`src/rtl/tsi_pkg.sv`:
```
// Shared constants and sizing helper for the board input conditioner.
package tsi_pkg;

  localparam logic RX_IDLE = 1'b1;
  localparam logic TX_IDLE = 1'b1;
  localparam logic SW_RST  = 1'b0;

  // Debounce counter width; never narrower than one bit.
  function automatic int unsigned cnt_width(input int unsigned cycles);
    return (cycles < 2) ? 1 : $clog2(cycles);
  endfunction

endpackage

```
`src/rtl/tsi_debounce.sv`:
```
// Single switch channel: synchroniser chain, stable-run counter, accepted level and change strobe.
module tsi_debounce
  import tsi_pkg::*;
#(
  parameter int unsigned SYNC_STAGES = 2,
  parameter int unsigned DB_CYCLES   = 1000000
) (
  input  logic clk_i,
  input  logic rst_i,
  input  logic sw_i,
  output logic sw_o,
  output logic sw_chg_o
);

  localparam int unsigned CntW = cnt_width(DB_CYCLES);
  localparam logic [CntW-1:0] CntMax = CntW'(DB_CYCLES - 1);

  logic [SYNC_STAGES-1:0] sync_q;
  logic [CntW-1:0]        cnt_q;
  logic                   level_q;
  logic                   chg_q;
  logic                   synced;

  assign synced = sync_q[SYNC_STAGES-1];

  // Synchronise, then accept a new level only after an unbroken run of differing samples.
  always_ff @(posedge clk_i) begin
    if (rst_i) begin
      sync_q  <= {SYNC_STAGES{SW_RST}};
      cnt_q   <= '0;
      level_q <= SW_RST;
      chg_q   <= 1'b0;
    end else begin
      sync_q <= {sync_q[SYNC_STAGES-2:0], sw_i};
      chg_q  <= 1'b0;
      if (synced == level_q) begin
        cnt_q <= '0;
      end else if (cnt_q == CntMax) begin
        level_q <= synced;
        cnt_q   <= '0;
        chg_q   <= 1'b1;
      end else begin
        cnt_q <= cnt_q + CntW'(1);
      end
    end
  end

  assign sw_o     = level_q;
  assign sw_chg_o = chg_q;

endmodule

```
`src/rtl/tsi_cond.sv`:
```
// Board I/O conditioner: debounced switches, synchronised/filtered rx with start-edge strobe,
// and registered tx/LED outputs. Define TSI_RX_FILTER_EN to add a 3-sample majority filter on rx.
module tsi_cond
  import tsi_pkg::*;
#(
  parameter int unsigned NUM_SW      = 8,
  parameter int unsigned SYNC_STAGES = 2,
  parameter int unsigned DB_CYCLES   = 1000000,
  parameter int unsigned LED_W       = 16
) (
  input  logic              clk_i,
  input  logic              rst_i,
  input  logic [NUM_SW-1:0] sw_i,
  input  logic              rx_i,
  input  logic              tx_i,
  input  logic [LED_W-1:0]  led_i,
  output logic [NUM_SW-1:0] sw_o,
  output logic [NUM_SW-1:0] sw_chg_o,
  output logic              rx_o,
  output logic              rx_fall_o,
  output logic              tx_o,
  output logic [LED_W-1:0]  led_o
);

  for (genvar i = 0; i < NUM_SW; i++) begin : g_sw
    tsi_debounce #(
      .SYNC_STAGES(SYNC_STAGES),
      .DB_CYCLES  (DB_CYCLES)
    ) u_debounce (
      .clk_i   (clk_i),
      .rst_i   (rst_i),
      .sw_i    (sw_i[i]),
      .sw_o    (sw_o[i]),
      .sw_chg_o(sw_chg_o[i])
    );
  end

  logic [SYNC_STAGES-1:0] rx_sync_q;
  logic                   rx_s;
  logic                   rx_d;
  logic                   rx_q;
  logic                   rx_prev_q;

  assign rx_s = rx_sync_q[SYNC_STAGES-1];

`ifdef TSI_RX_FILTER_EN
  logic h1_q;
  logic h2_q;

  // History of the two previous synced rx samples for the majority vote.
  always_ff @(posedge clk_i) begin
    if (rst_i) begin
      h1_q <= RX_IDLE;
      h2_q <= RX_IDLE;
    end else begin
      h1_q <= rx_s;
      h2_q <= h1_q;
    end
  end

  // Majority of three drops any single-cycle pulse on the synced line.
  always_comb begin
    rx_d = (rx_s & h1_q) | (rx_s & h2_q) | (h1_q & h2_q);
  end
`else
  // Unfiltered: synced sample goes straight to the output register.
  always_comb begin
    rx_d = rx_s;
  end
`endif

  // rx synchroniser, conditioned level and its one-cycle-delayed copy for edge detection.
  always_ff @(posedge clk_i) begin
    if (rst_i) begin
      rx_sync_q <= {SYNC_STAGES{RX_IDLE}};
      rx_q      <= RX_IDLE;
      rx_prev_q <= RX_IDLE;
    end else begin
      rx_sync_q <= {rx_sync_q[SYNC_STAGES-2:0], rx_i};
      rx_q      <= rx_d;
      rx_prev_q <= rx_q;
    end
  end

  assign rx_o      = rx_q;
  assign rx_fall_o = rx_prev_q & ~rx_q;

  // Output flops on tx and LEDs so they can be packed into I/O cells.
  always_ff @(posedge clk_i) begin
    if (rst_i) begin
      tx_o  <= TX_IDLE;
      led_o <= '0;
    end else begin
      tx_o  <= tx_i;
      led_o <= led_i;
    end
  end

endmodule

```
`config.mk`:
```
export PLATFORM = sky130hd
export DESIGN_NAME = tsi_cond
export DESIGN_NICKNAME = d
export VERILOG_FILES = /design/src/rtl/tsi_pkg.sv /design/src/rtl/tsi_debounce.sv /design/src/rtl/tsi_cond.sv
export SDC_FILE = /design/constraint.sdc
export NUM_CORES = 1
export LEC_CHECK = 0
export CAP_MARGIN = 30
export CORE_MARGIN = 5
export CORE_UTILIZATION = 35
export DETAILED_ROUTE_END_ITERATION = 8
export DONT_BUFFER_PORTS = 1
export GPL_ROUTABILITY_DRIVEN = 0
export PLACE_DENSITY = 0.58
export SLEW_MARGIN = 20
export SYNTH_ARGS = -nofsm -noshare
export SYNTH_HDL_FRONTEND = slang
export SYNTH_SLANG_ARGS = --single-unit
```
`constraint.sdc`:
```
create_clock -name clk_i -period 1.95 [get_ports clk_i]
set_input_delay 0.585 -clock clk_i [delete_from_list [all_inputs] [get_ports clk_i]]
set_output_delay 0.585 -clock clk_i [all_outputs]
set_load 0.01 [all_outputs]
```
Yosys cells after proc, flatten, opt, wreduce, memory -nomap -nowiden
Cells that the tools add are included.

operators by class
  $add $sub $neg = 8
  equality and inequality tests = 16
  muxes and demuxes = 8
  bitwise logic cells = 10
  reduce and logical (&&, ||, !) cells = 24

operators with widths
  kind                                                             count
  20-bit by 1-bit adder with 20-bit output, second input constant  8
  20-bit equality test, second input constant                      8
  3-bit OR reduction                                               8
  2-bit AND reduction                                              8
  2-bit OR reduction                                               8
  1-bit NOT                                                        9
  1-bit equality test                                              8
  1-bit 2-to-1 mux                                                 8
  1-bit AND                                                        1

storage, ports and cells
  flip-flop bits (word level) = 213
  output and inout port bits = 35
  logic and storage cells = 103

Depth between registers and ports, before layout
  word-level depth = 3
  mapped depth = 7
  depth with buffers taken out = 5

Cells and area by module
Synthesis repeated with hierarchy kept, for this count alone.

second synthesis, totals
  cells, all modules = 965
  area, all modules = 9012.4 um2

modules (own cells, without submodules)
  module        times used  cells each  area each (um2)
  tsi_debounce  8           115         1054.8
  tsi_cond      1           45          574.3

Worst setup path before layout
No wires, ideal clock.

  path kind = register to register
  from = reg g_sw[4].u_debounce.cnt_q[12]
  to = reg g_sw[4].u_debounce.cnt_q[18]
  setup time = 0.125 ns
  arrival = 1.869 ns
  required time = 1.825 ns
  slack = -0.044 ns
  stages on the path, launching flop included = 6
  buffers on the path = 1
  clock period less this slack = 1.994 ns
  cell sequence = dfxtp_1 > or4b_2 > or4_4 > o21ai_2 > buf_6 > a21oi_1

between the ends
  word-level cells in the longest chain between the ends = 2
  elaborated cells on any way between the ends = 3
  classes of those cells = 1 x add/sub; 1 x eq/ne; 1 x reduce/logical

ends and longest elaborated chain
  what                                                                                              line                source
  start: declaration                                                                                tsi_debounce.sv:19  logic [CntW-1:0] cnt_q;
  start signal: assignment                                                                          tsi_debounce.sv:43  cnt_q <= cnt_q + CntW'(1);
  parallel branches: the longest is 2 deep, another holds 20-bit by 1-bit adder with 20-bit output  n/a

Parallel ways; which one is timed is not known.
A chain may end at the register's enable or synchronous reset.

Worst setup path after layout
  from = reg g_sw[7].u_debounce.cnt_q[11]
  to = reg g_sw[7].u_debounce.cnt_q[8]

between the ends
  word-level cells in the longest chain between the ends = 2

ends and longest elaborated chain
  what                                 line                source
  start: declaration                   tsi_debounce.sv:19
  start signal: assignment             tsi_debounce.sv:43
  20-bit equality test                 tsi_debounce.sv:38  end else if (cnt_q == CntMax) begin
  3-bit OR reduction (no source line)  n/a

Every way passes these cells.

==> flow_metrics.env <==
export IMPL_worst_slack_ns=-0.0104
export IMPL_grt_pass1_vias=6665
export IMPL_antenna_found_initial=1
export IMPL_crit_path_end_kind="flop"
export IMPL_die_area_sq_um=29000
export IMPL_ys_ff_latch=213
export IMPL_core_sq_um=25300
export IMPL_period_needed_ns=1.96
export IMPL_die_x_um=170
export IMPL_synthArstFlopShare_pct=0
export IMPL_critical_path_arrival_ns=2.35
export IMPL_yosysTopAreaCell="dfxtp_1"
export IMPL_yosysWarnings=0
export IMPL_hold_viol_final=0
export IMPL_required_ns=2.34
export IMPL_layout_common_cells="dfxtp_1, nor2_1, buf_4"
export IMPL_root_buffer="clkbuf_16"
export IMPL_power_leakage_nw=3.47
export IMPL_violations="setup timing"
export IMPL_cts_made_buffers=24
export IMPL_status="finished with violations"
export IMPL_overflow=0
export IMPL_cts_tree="yes"
export IMPL_layout_drive_gt1_share_pct=18.9
export IMPL_vias=6988
export IMPL_max_stage_delay_ns=0.56
export IMPL_critPathLaunchType="flop"
export IMPL_insertion_delay_ns=0.52
export IMPL_portBuffers=0
export IMPL_drc_errors=0
export IMPL_synth_compound_area_share_pct=8.66
export IMPL_syn_inst=1009
export IMPL_synth_cell_types=49
export IMPL_synth_enable_flop_cells=0
export IMPL_synth_simple_area_share_pct=28.4
export IMPL_start_util_pct=35.7
export IMPL_drv_cap=0
export IMPL_grt_max_degree=58
export IMPL_synth_top_cell_area_share_pct=47.4
export IMPL_setup_viol=9
export IMPL_syn_avg_cell_area_sq_um=8.92
export IMPL_synth_top_family_by_area="simple AND/OR/NAND/NOR gates"
export IMPL_drt_wirelength_per_cell_um=12.6
export IMPL_path_class="flop to flop"
export IMPL_ys_seq_area_share_pct=47.4
export IMPL_cp_top_family="simple AND/OR/NAND/NOR gates"
export IMPL_drt_iter0_drc=330
export IMPL_worstPathCellList="or4b_4 -> or4_4 -> o21ai_4 -> buf_4 -> nor2_1"
export IMPL_grt_pass1_wl_um=30500
export IMPL_die_y_um=170
export IMPL_crit_buf_inv=1
export IMPL_routed_via_density=4.91
export IMPL_synthToLayoutAreaGrowth_pct=20.4
export IMPL_worstMarginPinSlew_ns=0.402
export IMPL_cp_slowest_cell="or4_4"
export IMPL_min_path_cells=1
export IMPL_yosys_top_cells_area="dfxtp_1, nor2_1, xnor2_1"
export IMPL_syn_area_sq_um=9000
export IMPL_syn_nets=1045
export IMPL_cp_max_fo=10
export IMPL_fin_skew_ns=0.0249
export IMPL_layout_commonest_cell="dfxtp_1"
export IMPL_firstDrtPassIters=4
export IMPL_period_share_pct=101
export IMPL_ff2ff_path_depth=5
export IMPL_synth_area_mux_share_pct=0
export IMPL_rsz0062_at_grt="yes"
export IMPL_diodes=0
export IMPL_dpl_hpwl_um=12100
export IMPL_pin_count=63
export IMPL_hp_class="input port to flop"
export IMPL_synthAdderAreaFrac_pct=1.11
export IMPL_layout_nets=1111
export IMPL_routed_wl_um=17900
export IMPL_vdd_drop_max_uv=808
export IMPL_grt_usage_pct=12.1
export IMPL_clk_path_buf_depth=3
export IMPL_cp_num_cells=5
export IMPL_synthFlopType="dfxtp_1"
export IMPL_fin_util_pct=42.9
export IMPL_synthXorXnorAreaFrac_pct=9.44
export IMPL_cts_sinks=213
export IMPL_p_per_area_nw_per_um2=828
export IMPL_relSlewSlack_pct=73.0
export IMPL_max_freq_ghz=0.510
export IMPL_num_rows=58
export IMPL_drv_slew=0
export IMPL_ant_nets=0
export IMPL_htreeDepth=1
export IMPL_clk_pin_slew_ns=0.06
export IMPL_setup_tns_ns=-0.0511
## path summary, 6_finish.rpt
path	startpoint	to	slack, ns
worst max-delay path	g_sw[7].u_debounce.cnt_q[11]$_SDFF_PP0_	g_sw[7].u_debounce.cnt_q[8]$_SDFF_PP0_	-0.01
worst min register to register	rx_sync_q[0]$_SDFF_PP1_	rx_sync_q[1]$_SDFF_PP1_	0.41
worst max register to register	g_sw[7].u_debounce.cnt_q[11]$_SDFF_PP0_	g_sw[7].u_debounce.cnt_q[8]$_SDFF_PP0_	-0.01
worst min-delay path	rst_i	led_o[14]$_SDFF_PP0_	0.13
## where the power goes
| part | leakage (nW) | switching (mW) | internal, mW |
|---|---|---|---|
| combinational | 1.36 | 0.0533 | 0.0493 |
| sequential | 1.73 | 0.0282 | 4.39 |
| clock | 0.377 | 1.79 | 2.65 |
## logic make-up after synthesis
kind of cell    after synthesis
compound gates              134
xor+xnor                     97
fa+ha+maj                     8
buf+inv                      96
flops                       213
simple gates                461
## flip-flops by register name, indices dropped and copies added, names as in the netlist
name / count
tx_o: 1
rx_o: 1
g_sw.u_debounce.sync_q: 16
g_sw.u_debounce.cnt_q: 160
rx_sync_q: 2
rx_prev_q: 1
led_o: 16
g_sw.u_debounce.sw_o: 8
g_sw.u_debounce.sw_chg_o: 8
## cell usage after synthesis (4+ instances only)
library cell	count
nor4_1	20
nand4_1	29
clkbuf_1	26
a21oi_1	62
nand2_1	37
dfxtp_1	213
and3_1	13
nor4b_1	5
ha_1	8
buf_2	9
o21ai_0	39
xnor2_1	50
xor2_1	47
nor3_1	12
or3_1	36
nand2b_1	5
or2_2	11
inv_1	41
o31ai_1	22
and2_1	11
nand3_1	60
or4b_1	4
and4_1	7
nor2b_1	33
or4_1	37
buf_4	18
nor2_1	120
## repair_timing
| action | in CTS | in global routing |
|---|---|---|
| hold buffers | 0 | 0 |
| resized for setup | 11 | 41 |
| setup buffers | 0 | 3 |
| gates cloned | 2 | 0 |
| pin swaps | 1 | 13 |
| setup endpoints to repair | 40 | 116 |
## through the flow
step | setup slack [ns] | instances | power (mW) | hold WS (ns) | cell area, sq um
CTS | -0.00754 | 1419 | 9.13 | 0.107 | 10700
global route | -0.0734 | 1422 | 9.34 | 0.0948 | 10800
detailed placement | -0.0481 | 1374 | 4.62 | 0.402 | 9840
global placement | 0.00855 | 1374 | 4.62 | 0.392 | 9840
floorplan | 0.000792 | 1009 | 4.60 | 0.389 | 9020
finish | -0.0104 | 1422 | 8.97 | 0.133 | 10800
## final cells by class
type	instances	area [sq um]
multi-input combinational	700	4450
timing repair buffer	95	763
inverter	41	154
sequential	213	4280
fill	2479	14400
clock inverter	13	133
tap	330	413
clock buffer	30	654
## worst reg2reg max path, delay by kind of cell (launching register included)
kind | cells | cell delay, ns
simple gates | 3 | 1.14
buf+inv | 1 | 0.20
compound gates | 1 | 0.20
flops | 1 | 0.31
## layer usage
metal  vias up  wire length, um  global-route usage, %
li1       3645                -                      -
met1      3197             8550                   16.0
met2       116             7740                   19.5
met3        28             1120                   3.37
met4         2              433                   3.40
met5         -                8                      0
(Power assumes the default switching activity.)
